==> config.mk <==
export PLATFORM = sky130hd
export DESIGN_NAME = sobel_edge_3x3
export DESIGN_NICKNAME = d
export VERILOG_FILES = /design/src/rtl/sobel_edge_3x3.sv
export SDC_FILE = /design/constraint.sdc
export NUM_CORES = 1
export LEC_CHECK = 0
export ABC_AREA = 0
export ABC_CLOCK_PERIOD_IN_PS = 3900
export CORE_MARGIN = 2
export CORE_UTILIZATION = 44
export CTS_CLUSTER_SIZE = 16
export DETAILED_ROUTE_END_ITERATION = 8
export DONT_BUFFER_PORTS = 1
export GPL_ROUTABILITY_DRIVEN = 0
export HOLD_SLACK_MARGIN = 0.05
export PLACE_DENSITY = 0.69
export SYNTH_ARGS = -nofsm -noshare
export SYNTH_HDL_FRONTEND = slang
export SYNTH_SLANG_ARGS = --single-unit
==> constraint.sdc <==
create_clock -name clk -period 3.9 [get_ports clk]
set_clock_uncertainty 0.15 [all_clocks]
set_input_delay 0.585 -clock clk [delete_from_list [all_inputs] [get_ports clk]]
set_output_delay 0.585 -clock clk [all_outputs]
set_load 0.02 [all_outputs]
==> src/rtl/sobel_edge_3x3.sv <==
`default_nettype none
// ============================================================================
// Module      : sobel_edge_3x3
// Description : 3-stage Sobel L1 gradient, saturation and threshold, with
//               per-frame threshold shadowing and edge-pixel accounting.
// Revision    : 1.0 - initial release
// ============================================================================
module sobel_edge_3x3 #(
    parameter  int DATA_W        = 8,
    parameter  int OUT_PER_FRAME = 304964,
    parameter  int THRESH_DEF    = 128,
    localparam int MAG_W         = DATA_W + 3,
    localparam int CNT_W         = $clog2(OUT_PER_FRAME + 1)
) (
    input  logic              clk,
    input  logic              rst_n,
    input  logic              valid_in,
    input  logic [DATA_W-1:0] w00,
    input  logic [DATA_W-1:0] w01,
    input  logic [DATA_W-1:0] w02,
    input  logic [DATA_W-1:0] w10,
    input  logic [DATA_W-1:0] w11,
    input  logic [DATA_W-1:0] w12,
    input  logic [DATA_W-1:0] w20,
    input  logic [DATA_W-1:0] w21,
    input  logic [DATA_W-1:0] w22,
    input  logic [MAG_W-1:0]  thresh_in,
    output logic [MAG_W-1:0]  mag_out,
    output logic [DATA_W-1:0] pix_out,
    output logic              edge_out,
    output logic              valid_out,
    output logic              frame_done,
    output logic [CNT_W-1:0]  edge_count
);

    localparam int              PS_W      = DATA_W + 2;
    localparam logic [CNT_W-1:0] c_LAST    = CNT_W'(OUT_PER_FRAME - 1);
    localparam logic [CNT_W-1:0] c_ONE     = CNT_W'(1);
    localparam logic [MAG_W-1:0] c_PIX_MAX = MAG_W'((1 << DATA_W) - 1);

    // the centre pixel does not contribute to either Sobel kernel
    logic w_unused_center;
    assign w_unused_center = ^w11;

    logic              r_v1, r_v2, r_v3;
    logic [PS_W-1:0]   r_xp, r_xn, r_yp, r_yn;
    logic [PS_W-1:0]   r_ax, r_ay;
    logic [MAG_W-1:0]  r_thr1, r_thr2, r_thr_act;
    logic [MAG_W-1:0]  r_mag;
    logic [DATA_W-1:0] r_pix;
    logic              r_edge;
    logic              r_frame_done;
    logic [CNT_W-1:0]  r_in_idx, r_out_idx, r_acc, r_edge_count;

    logic [PS_W-1:0]          w_xp, w_xn, w_yp, w_yn;
    logic signed [DATA_W+2:0] w_gx, w_gy;
    logic [PS_W-1:0]          w_ax, w_ay;
    logic [MAG_W-1:0]         w_mag, w_thr_win;
    logic [DATA_W-1:0]        w_pix;
    logic [CNT_W-1:0]         w_acc_next;

    assign w_xp = {2'b00, w02} + {1'b0, w12, 1'b0} + {2'b00, w22};
    assign w_xn = {2'b00, w00} + {1'b0, w10, 1'b0} + {2'b00, w20};
    assign w_yp = {2'b00, w20} + {1'b0, w21, 1'b0} + {2'b00, w22};
    assign w_yn = {2'b00, w00} + {1'b0, w01, 1'b0} + {2'b00, w02};

    assign w_gx = $signed({1'b0, r_xp}) - $signed({1'b0, r_xn});
    assign w_gy = $signed({1'b0, r_yp}) - $signed({1'b0, r_yn});
    assign w_ax = w_gx[DATA_W+2] ? PS_W'(-w_gx) : PS_W'(w_gx);
    assign w_ay = w_gy[DATA_W+2] ? PS_W'(-w_gy) : PS_W'(w_gy);

    assign w_mag = {1'b0, r_ax} + {1'b0, r_ay};
    assign w_pix = (w_mag > c_PIX_MAX) ? {DATA_W{1'b1}} : w_mag[DATA_W-1:0];

    // window 0 of a frame uses the freshly loaded threshold, not the old one
    assign w_thr_win  = (r_in_idx == '0) ? thresh_in : r_thr_act;
    assign w_acc_next = r_acc + {{(CNT_W-1){1'b0}}, r_edge};

    always_ff @(posedge clk or negedge rst_n) begin
        if (!rst_n) begin
            r_v1      <= 1'b0;
            r_v2      <= 1'b0;
            r_v3      <= 1'b0;
            r_xp      <= '0;
            r_xn      <= '0;
            r_yp      <= '0;
            r_yn      <= '0;
            r_ax      <= '0;
            r_ay      <= '0;
            r_thr1    <= '0;
            r_thr2    <= '0;
            r_thr_act <= MAG_W'(THRESH_DEF);
            r_mag     <= '0;
            r_pix     <= '0;
            r_edge    <= 1'b0;
            r_in_idx  <= '0;
        end else begin
            r_v1 <= valid_in;
            r_v2 <= r_v1;
            r_v3 <= r_v2;
            if (valid_in) begin
                r_xp   <= w_xp;
                r_xn   <= w_xn;
                r_yp   <= w_yp;
                r_yn   <= w_yn;
                r_thr1 <= w_thr_win;
                if (r_in_idx == '0) begin
                    r_thr_act <= thresh_in;
                end
                r_in_idx <= (r_in_idx == c_LAST) ? '0 : r_in_idx + c_ONE;
            end
            if (r_v1) begin
                r_ax   <= w_ax;
                r_ay   <= w_ay;
                r_thr2 <= r_thr1;
            end
            if (r_v2) begin
                r_mag  <= w_mag;
                r_pix  <= w_pix;
                r_edge <= (w_mag > r_thr2);
            end
        end
    end

    always_ff @(posedge clk or negedge rst_n) begin
        if (!rst_n) begin
            r_out_idx    <= '0;
            r_acc        <= '0;
            r_edge_count <= '0;
            r_frame_done <= 1'b0;
        end else begin
            r_frame_done <= 1'b0;
            if (r_v3) begin
                if (r_out_idx == c_LAST) begin
                    r_out_idx    <= '0;
                    r_acc        <= '0;
                    r_edge_count <= w_acc_next;
                    r_frame_done <= 1'b1;
                end else begin
                    r_out_idx <= r_out_idx + c_ONE;
                    r_acc     <= w_acc_next;
                end
            end
        end
    end

    assign mag_out    = r_mag;
    assign pix_out    = r_pix;
    assign edge_out   = r_edge;
    assign valid_out  = r_v3;
    assign frame_done = r_frame_done;
    assign edge_count = r_edge_count;

endmodule
`default_nettype wire

==> results_dict.tcl <==
set metrics [dict create \
    multi_input_area_sq_um 6290 \
    drt_iter0_drc 496 \
    tns_ns 0 \
    syn_inst 1131 \
    grt_pass1_vias 7616 \
    peakVddDrop_mv 0.432 \
    insertion_delay_ns 0.43 \
    synth.ff_latch_count 183 \
    yosysWarnings 0 \
    crit_fanout 3 \
    root_buffer "clkbuf_16" \
    whs_ns -0.290 \
    dp_slack_ns 0.759 \
    violations "hold timing" \
    synth_edf_count 0 \
    numCtsBuffers 17 \
    avgSynthCellArea_sq_um 9.96 \
    final.setup.worst_slack_ns 0.742 \
    syn_area_sq_um 11300 \
    h-tree-depth 4 \
    cts_tree "built" \
    fillers 2272 \
    cts_sinks 183 \
    portBuffers 0 \
    regToRegStartpoint "r_ax[1]" \
    dp_hpwl_um 17300 \
    synth_ff_type "dfrtp_1" \
    track_usage_pct 18.1 \
    crit_arrival_ns 3.34 \
    critPathLaunchType "register" \
    coreArea_sq_um 25200 \
    fmax_mhz 317 \
    post_cts_buffers 0 \
    clock_path_buffers 2 \
    rsz0062_at_grt "no" \
    finalCriticalPeriod_ns 3.16 \
    outcome "finished, violations left" \
    slew_violations 0 \
    cts_hold_buf 1 \
    drc_errors 0 \
    reg2reg_slack_ns 0.74 \
    worstSetupStartpoint "r_ax[1]" \
    wl_per_cell_um 16.0 \
    drive_gt1_share_pct 8.17 \
    io_pins 127 \
    grt_max_degree 184 \
    num_rows 58 \
    seq_area_sq_um 4580 \
    synth_nets 1334 \
    worst_slew_pin_slew_ns 0.937 \
    dieWidth_um 164 \
    power_density_nw_per_um2 723 \
    power_leakage_nw 5.37 \
    start_util_pct 44.7 \
    synth_cell_types 66 \
    end_kind "register" \
    area_delta_synth_final_pct 7.95 \
    post-route-period-util_pct 81.0 \
    max_slew_margin_pct 37.6 \
    drtAntennaViolNets 0 \
    die-area_sq_um 26900 \
    finalNetCount 1329 \
    hold_violations 183 \
    avgViaCountPerCell 5.41 \
    n_antenna_cell 0 \
    cts_resized 0 \
    path_class "register to register" \
    die-height_um 164 \
    dr.pass1.iters 5 \
    yosysSeqAreaShare_pct 40.7 \
    overflow 0 \
    grt_pass1_wl_um 38900 \
    clk_pin_slew_ns 0.07 \
    min_path_type "primary input to asynchronous set/reset pin" \
    ys_async_sr_fraction_pct 100 \
    drt_wl_total_um 23500 \
    required_ns 4.08 \
    cap_violations 0 \
    vias 7948 \
    antenna_found_initial 1 \
    final-setup-viol-count 0 \
]
==> routing by layer <==
| metal | track usage [%] | part of all wire, % | vias up |
|---|---|---|---|
| li1 | - | - | 3913 |
| met1 | 25.9 | 49 | 3851 |
| met2 | 27.9 | 44 | 162 |
| met3 | 4.19 | 4.9 | 20 |
| met4 | 4.07 | 1.3 | 2 |
| met5 | 0 | 0.055 | - |
==> area by class of cell <==
type                    count  share of cell area (%)
well taps                 330                    3.40
multi-input cells         845                    51.7
repair buffers              5                   0.329
flip-flops and latches    183                    37.7
clock inverters            13                   0.947
clock buffers              19                    3.64
inverters                  74                    2.28
==> per-stage QoR <==
| stage | instance area (sq um) | util, % | std cells | total power, mW |
|---|---|---|---|---|
| 2_1_floorplan | 11300 | - | 1131 | 6.18 |
| 3_3_place_gp | 11600 | 46.0 | 1436 | 6.98 |
| 3_5_place_dp | 11600 | 46.0 | 1436 | 7.13 |
| 4_1_cts | 12200 | 48.3 | 1469 | 8.83 |
| 5_1_grt | 12200 | 48.3 | 1469 | 9.53 |
| 6_report | 12200 | 48.3 | 1469 | 8.79 |
==> flip-flops by register name, summed over array words and instances, names as in the netlist, 8 cells and up <==
signal and cells:
mag_out 11, r_ax 10, r_xp 10, r_yn 10, r_thr2 11, r_ay 10
pix_out 8, r_out_idx 19, r_acc 19, r_thr1 11, r_xn 10, r_in_idx 19
r_yp 10, edge_count 19
==> logic make-up after synthesis <==
| family | count (synthesis) | synth area share [%] |
|---|---|---|
| flip-flops | 183 | 40.7 |
| AND/OR/NAND/NOR | 326 | 14.0 |
| multiplexers | 52 | 5.03 |
| XOR/XNOR | 97 | 7.54 |
| buffers and inverters | 103 | 3.50 |
| adder cells (fa/ha/maj) | 118 | 15.4 |
| AO/OA/AOI/OAI | 252 | 13.8 |
==> synthesized netlist by cell type, types with 7 or more instances <==
library cell  count  area share [%]
inv_1            72             2.4
ha_1             82             9.1
nand4_1          15            0.83
xor2_1           32             2.5
and3_1           19             1.1
or3_1            10            0.56
nor2b_1          13            0.72
o22a_1            8            0.62
xnor2_1          65             5.1
a211o_1           7            0.54
dfrtp_1         182              40
clkbuf_1         19            0.63
nand3_1          20            0.89
o21a_1           10            0.67
nand2_1         107             3.6
nor3_1           10            0.44
fa_1             35             6.2
a211oi_1          7            0.47
a21oi_1          61             2.7
mux2_2           37             3.7
o31ai_1           8            0.53
o21ai_0          92             4.1
nor2_1           84             2.8
nand2b_1         13            0.72
mux2i_1          15             1.3
a21o_1           15             1.0
==> placed cells by master, fill, tap and decap left out, types with 4 or more instances in the layout <==
cell type   synthesis  final
nand2_1           107    107
o2bb2ai_1           4      4
buf_4               0      4
nand3_1            20     20
o21ai_1             6      6
a21o_1             15     15
a31oi_1             6      6
nor3_1             10     10
inv_1              72     72
or3_1              10     10
ha_1               82     82
dfrtp_1           182    181
o21a_1             10     10
o31ai_1             8      8
xnor2_1            65     65
inv_8               0      4
a211o_1             7      7
and2_1              5      5
nor2_1             84     84
and3_1             19     19
nor2b_1            13     13
o22a_1              8      8
or2_2               5      5
xor2_1             32     32
o21ai_0            92     92
clkinvlp_4          0      4
a211oi_1            7      7
a21oi_1            61     61
nand4_1            15     15
mux2i_1            15     15
o211ai_1            5      5
nand2b_1           13     13
fa_1               35     35
mux2_2             37     37
clkbuf_16           0     17
nor4_2              4      4
==> critical path, stage by stage, from the launching register on <==
cell and delay (ns):
dfrtp_1 0.42, ha_1 0.30, a21o_1 0.17, a21oi_2 0.16, o21ai_1 0.12, o21ai_0 0.27, a211oi_1 0.14, or3_1 0.34
and2_1 0.17, ha_1 0.29, and3_1 0.16, and4_1 0.15, a311oi_1 0.23
==> worst paths after layout <==
path | end | depth (start not counted)
worst max-delay path | edge_out | 12
worst min-delay path | mag_out[0] | 0
worst max register to register | edge_out | 12
worst min register to register | r_thr2[4] | 2
max in group asynchronous | r_thr_act[7] | 0
min in group clk | r_thr1[4] | 1
==> power breakdown <==
group          switching [mW]  internal, mW
Clock                   0.799         0.855
Sequential              0.458          2.34
Combinational            2.40          1.94
Total                    3.66          5.13
No activity file was read; power rests on OpenSTA's default activity.
